==> config.mk <==
export PLATFORM = sky130hd
export DESIGN_NAME = sonic_pma_reset_seq
export DESIGN_NICKNAME = d
export VERILOG_FILES = /design/src/rtl/sonic_pma_reset_seq.sv
export SDC_FILE = /design/constraint.sdc
export NUM_CORES = 1
export LEC_CHECK = 0
export ABC_CLOCK_PERIOD_IN_PS = 1900
export BUFFER_PORTS_ARGS = -buffer_cell sky130_fd_sc_hd__buf_4
export CAP_MARGIN = 0
export CELL_PAD_IN_SITES_DETAIL_PLACEMENT = 0
export CELL_PAD_IN_SITES_GLOBAL_PLACEMENT = 1
export CORE_MARGIN = 3
export CORE_UTILIZATION = 30
export CTS_BUF_LIST = sky130_fd_sc_hd__clkbuf_8 sky130_fd_sc_hd__clkbuf_16
export DETAILED_ROUTE_END_ITERATION = 16
export PLACE_DENSITY_LB_ADDON = 0.3
export SYNTH_ARGS = -nofsm -noshare
export SYNTH_HDL_FRONTEND = slang
export SYNTH_SLANG_ARGS = --single-unit
==> constraint.sdc <==
create_clock -name phy_mgmt_clk -period 1.9 [get_ports phy_mgmt_clk]
set_input_delay 0.285 -clock phy_mgmt_clk [delete_from_list [all_inputs] [get_ports phy_mgmt_clk]]
set_output_delay 0.285 -clock phy_mgmt_clk [all_outputs]
set_load 0.05 [all_outputs]
==> src/rtl/sonic_pma_reset_seq.sv <==
// sonic_pma_reset_seq
// Transceiver PMA/PCS reset sequencer. One TX sequencer shared by every lane
// walks the PLL powerdown, PLL lock wait and TX settle phases. Each lane has
// its own RX sequencer that waits for calibration and a stable CDR data lock.
// All outputs are registered and decoded from the next state, so a state
// change shows up on the pins one clock after the input sample that caused it.
//
// Optional feature: define SONIC_PMA_RESET_LOSS_CNT_EN to add the
// lock_loss_cnt output. It holds one 8-bit saturating counter per lane that
// counts RX ready -> RX lock fall-backs and is cleared only by reset.

module sonic_pma_reset_seq #(
  parameter int NUM_LANES        = 4,
  parameter int PLL_PD_CYCLES    = 1000,
  parameter int TX_SETTLE_CYCLES = 64,
  parameter int RX_LOCK_CYCLES   = 500
) (
  input  logic                 phy_mgmt_clk,
  input  logic                 phy_mgmt_clk_reset_n,
  input  logic [NUM_LANES-1:0] pll_locked,
  input  logic [NUM_LANES-1:0] tx_cal_busy,
  input  logic [NUM_LANES-1:0] rx_cal_busy,
  input  logic [NUM_LANES-1:0] rx_is_lockedtodata,
  output logic [NUM_LANES-1:0] pll_powerdown,
  output logic [NUM_LANES-1:0] tx_analogreset,
  output logic [NUM_LANES-1:0] tx_digitalreset,
  output logic [NUM_LANES-1:0] tx_ready,
  output logic [NUM_LANES-1:0] rx_analogreset,
  output logic [NUM_LANES-1:0] rx_digitalreset,
  output logic [NUM_LANES-1:0] rx_ready
`ifdef SONIC_PMA_RESET_LOSS_CNT_EN
  ,
  output logic [8*NUM_LANES-1:0] lock_loss_cnt
`endif
);

  // Each counter is just wide enough to hold its terminal value.
  localparam int PD_W     = $clog2(PLL_PD_CYCLES + 1);
  localparam int SETTLE_W = $clog2(TX_SETTLE_CYCLES + 1);
  localparam int LOCK_W   = $clog2(RX_LOCK_CYCLES + 1);

  // A phase ends on the clock where the counter holds "cycles - 1". That
  // clock is the last one spent in the phase.
  localparam logic [PD_W-1:0]     PD_LAST     = PD_W'(PLL_PD_CYCLES - 1);
  localparam logic [SETTLE_W-1:0] SETTLE_LAST = SETTLE_W'(TX_SETTLE_CYCLES - 1);
  localparam logic [LOCK_W-1:0]   LOCK_LAST   = LOCK_W'(RX_LOCK_CYCLES - 1);

  typedef enum logic [1:0] {
    TX_PD     = 2'd0,
    TX_WAIT   = 2'd1,
    TX_SETTLE = 2'd2,
    TX_RDY    = 2'd3
  } txState_e;

  typedef enum logic [1:0] {
    RX_ANA  = 2'd0,
    RX_LOCK = 2'd1,
    RX_RDY  = 2'd2
  } rxState_e;

  txState_e              txState_q, txState_d;
  logic [PD_W-1:0]       pdCnt_q, pdCnt_d;
  logic [SETTLE_W-1:0]   settleCnt_q, settleCnt_d;

  rxState_e              rxState_q [NUM_LANES];
  rxState_e              rxState_d [NUM_LANES];
  logic [LOCK_W-1:0]     lockCnt_q [NUM_LANES];
  logic [LOCK_W-1:0]     lockCnt_d [NUM_LANES];

  logic [NUM_LANES-1:0]  pllPowerdown_q;
  logic [NUM_LANES-1:0]  txAnalogReset_q;
  logic [NUM_LANES-1:0]  txDigitalReset_q;
  logic [NUM_LANES-1:0]  txReady_q;
  logic [NUM_LANES-1:0]  rxAnalogReset_q;
  logic [NUM_LANES-1:0]  rxDigitalReset_q;
  logic [NUM_LANES-1:0]  rxReady_q;

  logic                  allPllLocked;
  logic                  anyTxCalBusy;

  assign allPllLocked = &pll_locked;
  assign anyTxCalBusy = |tx_cal_busy;

  // TX next state. Losing any PLL lock after the wait phase restarts the
  // whole powerdown sequence, and it does so before the settle count is checked.
  always_comb begin
    txState_d   = txState_q;
    pdCnt_d     = pdCnt_q;
    settleCnt_d = settleCnt_q;
    case (txState_q)
      TX_PD: begin
        if (pdCnt_q == PD_LAST) begin
          txState_d = TX_WAIT;
          pdCnt_d   = '0;
        end else begin
          pdCnt_d = pdCnt_q + PD_W'(1);
        end
      end
      TX_WAIT: begin
        if (allPllLocked && !anyTxCalBusy) begin
          txState_d   = TX_SETTLE;
          settleCnt_d = '0;
        end
      end
      TX_SETTLE: begin
        if (!allPllLocked) begin
          txState_d   = TX_PD;
          pdCnt_d     = '0;
          settleCnt_d = '0;
        end else if (settleCnt_q == SETTLE_LAST) begin
          txState_d   = TX_RDY;
          settleCnt_d = '0;
        end else begin
          settleCnt_d = settleCnt_q + SETTLE_W'(1);
        end
      end
      TX_RDY: begin
        if (!allPllLocked) begin
          txState_d   = TX_PD;
          pdCnt_d     = '0;
          settleCnt_d = '0;
        end
      end
      default: begin
        txState_d   = TX_PD;
        pdCnt_d     = '0;
        settleCnt_d = '0;
      end
    endcase
  end

  // TX state, counters and lane-replicated TX outputs decoded from next state.
  always_ff @(posedge phy_mgmt_clk) begin
    if (!phy_mgmt_clk_reset_n) begin
      txState_q        <= TX_PD;
      pdCnt_q          <= '0;
      settleCnt_q      <= '0;
      pllPowerdown_q   <= '1;
      txAnalogReset_q  <= '1;
      txDigitalReset_q <= '1;
      txReady_q        <= '0;
    end else begin
      txState_q        <= txState_d;
      pdCnt_q          <= pdCnt_d;
      settleCnt_q      <= settleCnt_d;
      pllPowerdown_q   <= {NUM_LANES{txState_d == TX_PD}};
      txAnalogReset_q  <= {NUM_LANES{(txState_d == TX_PD) || (txState_d == TX_WAIT)}};
      txDigitalReset_q <= {NUM_LANES{txState_d != TX_RDY}};
      txReady_q        <= {NUM_LANES{txState_d == TX_RDY}};
    end
  end

  // Per-lane RX next state. A TX restart wins over everything else. After
  // that, RX calibration wins over data lock.
  always_comb begin
    for (int i = 0; i < NUM_LANES; i++) begin
      rxState_d[i] = rxState_q[i];
      lockCnt_d[i] = lockCnt_q[i];
      if (txState_d == TX_PD) begin
        rxState_d[i] = RX_ANA;
        lockCnt_d[i] = '0;
      end else begin
        case (rxState_q[i])
          RX_ANA: begin
            if (!rx_cal_busy[i] && (txState_q != TX_PD)) begin
              rxState_d[i] = RX_LOCK;
              lockCnt_d[i] = '0;
            end
          end
          RX_LOCK: begin
            if (rx_cal_busy[i]) begin
              rxState_d[i] = RX_ANA;
              lockCnt_d[i] = '0;
            end else if (!rx_is_lockedtodata[i]) begin
              lockCnt_d[i] = '0;
            end else if (lockCnt_q[i] == LOCK_LAST) begin
              rxState_d[i] = RX_RDY;
              lockCnt_d[i] = '0;
            end else begin
              lockCnt_d[i] = lockCnt_q[i] + LOCK_W'(1);
            end
          end
          RX_RDY: begin
            if (rx_cal_busy[i]) begin
              rxState_d[i] = RX_ANA;
              lockCnt_d[i] = '0;
            end else if (!rx_is_lockedtodata[i]) begin
              rxState_d[i] = RX_LOCK;
              lockCnt_d[i] = '0;
            end
          end
          default: begin
            rxState_d[i] = RX_ANA;
            lockCnt_d[i] = '0;
          end
        endcase
      end
    end
  end

  // Per-lane RX state, lock counters and RX outputs decoded from next state.
  always_ff @(posedge phy_mgmt_clk) begin
    if (!phy_mgmt_clk_reset_n) begin
      for (int i = 0; i < NUM_LANES; i++) begin
        rxState_q[i] <= RX_ANA;
        lockCnt_q[i] <= '0;
      end
      rxAnalogReset_q  <= '1;
      rxDigitalReset_q <= '1;
      rxReady_q        <= '0;
    end else begin
      for (int i = 0; i < NUM_LANES; i++) begin
        rxState_q[i]        <= rxState_d[i];
        lockCnt_q[i]        <= lockCnt_d[i];
        rxAnalogReset_q[i]  <= (rxState_d[i] == RX_ANA);
        rxDigitalReset_q[i] <= (rxState_d[i] != RX_RDY);
        rxReady_q[i]        <= (rxState_d[i] == RX_RDY);
      end
    end
  end

`ifdef SONIC_PMA_RESET_LOSS_CNT_EN
  logic [7:0] lossCnt_q [NUM_LANES];

  // Count ready -> lock fall-backs per lane, holding at 255.
  always_ff @(posedge phy_mgmt_clk) begin
    if (!phy_mgmt_clk_reset_n) begin
      for (int i = 0; i < NUM_LANES; i++) begin
        lossCnt_q[i] <= '0;
      end
    end else begin
      for (int i = 0; i < NUM_LANES; i++) begin
        if ((rxState_q[i] == RX_RDY) && (rxState_d[i] == RX_LOCK) &&
            (lossCnt_q[i] != 8'hFF)) begin
          lossCnt_q[i] <= lossCnt_q[i] + 8'd1;
        end
      end
    end
  end

  for (genvar g = 0; g < NUM_LANES; g++) begin : gLossOut
    assign lock_loss_cnt[8*g +: 8] = lossCnt_q[g];
  end
`endif

  assign pll_powerdown   = pllPowerdown_q;
  assign tx_analogreset  = txAnalogReset_q;
  assign tx_digitalreset = txDigitalReset_q;
  assign tx_ready        = txReady_q;
  assign rx_analogreset  = rxAnalogReset_q;
  assign rx_digitalreset = rxDigitalReset_q;
  assign rx_ready        = rxReady_q;

endmodule

==> run_results.csv <==
group,metric,value,unit
run_status,status,"complete, no violations",
grt,grt-ovfl-total,0,
setup_path,path_class,"reg2reg",
detailed_routing,drtIter0Drc,189,
clock_network,clk_pin_slew,0.06,ns
detailed_routing,drc,0,
synthesis,synth_cell_type_count,60,
run,cap_violations,0,
clock_network,tritoncts.num_buffers,9,
cells_and_area,n_antenna_cell,0,
floorplan,die_w,117,um
sta,fin_crit_sh,91.8,%
setup_path,crit_path_start_kind,"register",
cells_and_area,layout_commonest_cell,"dfxtp_1",
setup_path,required,2.12,ns
placement,port_buffers,45,
cells_and_area,drive_gt1_share,20.7,%
clock_network,cts_tree,"built",
detailed_routing,antenna_left,0,
setup_path,end_kind,"register",
sta,rsz0062_at_grt,"no",
cells_and_area,nets,503,
synthesis,synth-seq-area-share,42.6,%
setup_path,crit_end,"rx_digitalreset[1]",
setup_path,reg2regPathDepth,6,
clock_network,cts_max_level,3,
placement,dp_hpwl,5830,um
clock_network,post-cts-setup-buffers,0,
synthesis,synth_flop_cell,"dfxtp_1",
clock_network,hold_buffers,0,
grt,antenna_found_initial,0,
detailed_routing,wl_per_cell,12.4,um
detailed_routing,wl,8050,um
power_and_ir_drop,vdd_drop_max,0.404,mV
hold_path,hp-class,"in2reg",
grt,track_usage,12.6,%
grt,grt_pass1_vias,2879,
synthesis,synth_edf_count,0,
setup_path,r2r_setup_slack,0.16,ns
sta,setup_violations,0,
clock_network,cts-root-buf,"clkbuf_16",
clock_network,clockBufferDepth,2,
power_and_ir_drop,finalPower,3.61,mW
power_and_ir_drop,p_leak,1.58,nW
synthesis,yosys_warnings,0,
synthesis,syn_avg_cell_area,8.69,sq um
sta,tightest_slew,0.574,ns
floorplan,ios,46,
sta,finalMaxSlewViolations,0,
clock_network,clk-insertion-delay-late,0.34,ns
placement,routabilityCongestion,0.750,
power_and_ir_drop,power.density,789,nW/um^2
floorplan,rows,39,
sta,setup_tns,0,ns
setup_path,r2r-start,"pdCnt_q[1]",
floorplan,die-area,13700,sq um
detailed_routing,num_vias,3088,
sta,max_freq,0.573,GHz
cells_and_area,synthToLayoutAreaGrowth,23.5,%
synthesis,syn_nets,451,
sta,finalClockSkew,0.0106,ns
clock_network,cts_repair_resize_count,0,
detailed_routing,dr.pass1.iters,4,
synthesis,synth_area,3710,sq um
synthesis,async_reset_ff_share,0,%
sta,finalHoldViolations,0,
grt,grt_max_degree,14,
sta,relSlewSlack,61.3,%
sta,whs,0.134,ns
sta,min_period,1.74,ns
floorplan,initial_core_util,31.5,%
synthesis,netlist_instances,427,
floorplan,fp.dieH,117,um
synthesis,synth-seq-cells,79,
clock_network,cts_sinks,79,
detailed_routing,viasPerCell,4.77,
grt,grt_pass1_wl,13700,um
setup_path,critical_path_arrival,1.96,ns
setup_path,startpoint,"pdCnt_q[1]",
floorplan,coreArea,11800,sq um
setup_path,r2r-end,"rx_digitalreset[1]",
setup_path,cp_max_fo,11,
cells_and_area,layout_common_cells,"79 x dfxtp_1, 65 x buf_4, 62 x nor2_1",
==> flip-flops by register name, indices dropped and copies added, names as in the netlist <==
register,flops
rx_analogreset,4
tx_ready,1
rx_digitalreset,4
pdCnt_q,10
rxState_q,8
txState_q,2
settleCnt_q,7
lockCnt_q,36
tx_analogreset,1
rx_ready,4
pll_powerdown,1
tx_digitalreset,1
==> cell usage after synthesis, drive strengths merged, types with 2 or more instances <==
library cell  number  area share (%)
a22oi              4            0.81
xnor2             14             3.3
and2               4            0.67
a21oi             28             3.8
o22ai              4            0.67
clkbuf             6            0.61
nor3              16             2.4
or2                2            0.34
nand3             18             2.4
nor2b             10             1.7
and4               2            0.47
nand4              5            0.84
o311ai             4            0.94
mux2i              3            0.81
o21bai             2            0.40
dfxtp             79              43
buf               18             4.0
or3                3            0.51
xor2              11             2.6
a311oi             4            0.94
inv               10             1.0
a221oi             4             1.6
nand2b            12             2.0
mux2               2            0.71
ha                 6             2.0
nor4               9             1.5
o211ai             4            0.81
and3               6             1.0
a31oi              5             1.0
nand2             33             3.3
or4                4            0.81
nor2              62             6.3
nor3b              2            0.40
o21a               3            0.81
o21ai             14             2.1
==> worst max-delay path, cell delays in order (launching register included) <==
cell and delay (ns):
dfxtp_1 0.35, ha_2 0.22, nand4b_1 0.13, nor4_2 0.27, o21a_4 0.18, inv_2 0.10, or3_1 0.37
==> layout make-up <==
class	instances	area, sq um
clock inverter	6	85.1
fill	1180	7180
timing repair buffer	65	488
sequential	79	1580
inverter	10	37.5
tap	164	205
clock buffer	10	239
multi-input combinational	314	1940
==> power by group <==
part | internal (mW) | total [mW] | leakage [nW] | switching [mW]
logic | 0.0439 | 0.0839 | 0.785 | 0.0401
clock network | 1.18 | 1.86 | 0.160 | 0.684
registers | 1.66 | 1.67 | 0.637 | 0.00357
total | 2.89 | 3.61 | 1.58 | 0.727
==> cells by family after synthesis <==
family          share of synthesized area [%]
compound gates                           15.7
mux                                      1.52
simple gates                             26.6
flops                                    42.6
buf+inv                                  5.60
fa+ha+maj                                2.02
xor+xnor                                 5.90
==> through the flow <==
step | setup slack [ns] | instance area (sq um) | utilization, % | instances
global placement | 0.0882 | 4230 | 36.0 | 632
detailed placement | 0.0815 | 4230 | 36.0 | 632
CTS | 0.0554 | 4560 | 38.7 | 648
global route | 0.00945 | 4580 | 38.9 | 648
floorplan | 0.227 | 3710 | - | 427
finish | 0.156 | 4580 | 38.9 | 648
==> per-layer routing <==
layer / track usage (%) / vias up / part of all wire, %
met5: 0 / - / 0
met4: 4.36 / 0 / 1.5
met3: 3.80 / 11 / 3.8
met2: 19.7 / 39 / 46
met1: 16.5 / 1426 / 48
li1: - / 1612 / -
==> how the worst min path moves through the flow <==
stage,slack (ns),endpoint,depth (start not counted),startpoint
final,0.13,rxState_q[0][0],2,rx_is_lockedtodata[0]
after global routing,0.13,rxState_q[0][0],2,rx_is_lockedtodata[0]
after CTS,0.12,rxState_q[0][0],2,rx_is_lockedtodata[0]
after detailed placement,0.42,settleCnt_q[6],2,settleCnt_q[6]
after global placement,0.42,settleCnt_q[6],2,settleCnt_q[6]
after floorplan,0.38,rxState_q[1][0],1,rx_is_lockedtodata[1]
Power figures use the tool's default switching activity.
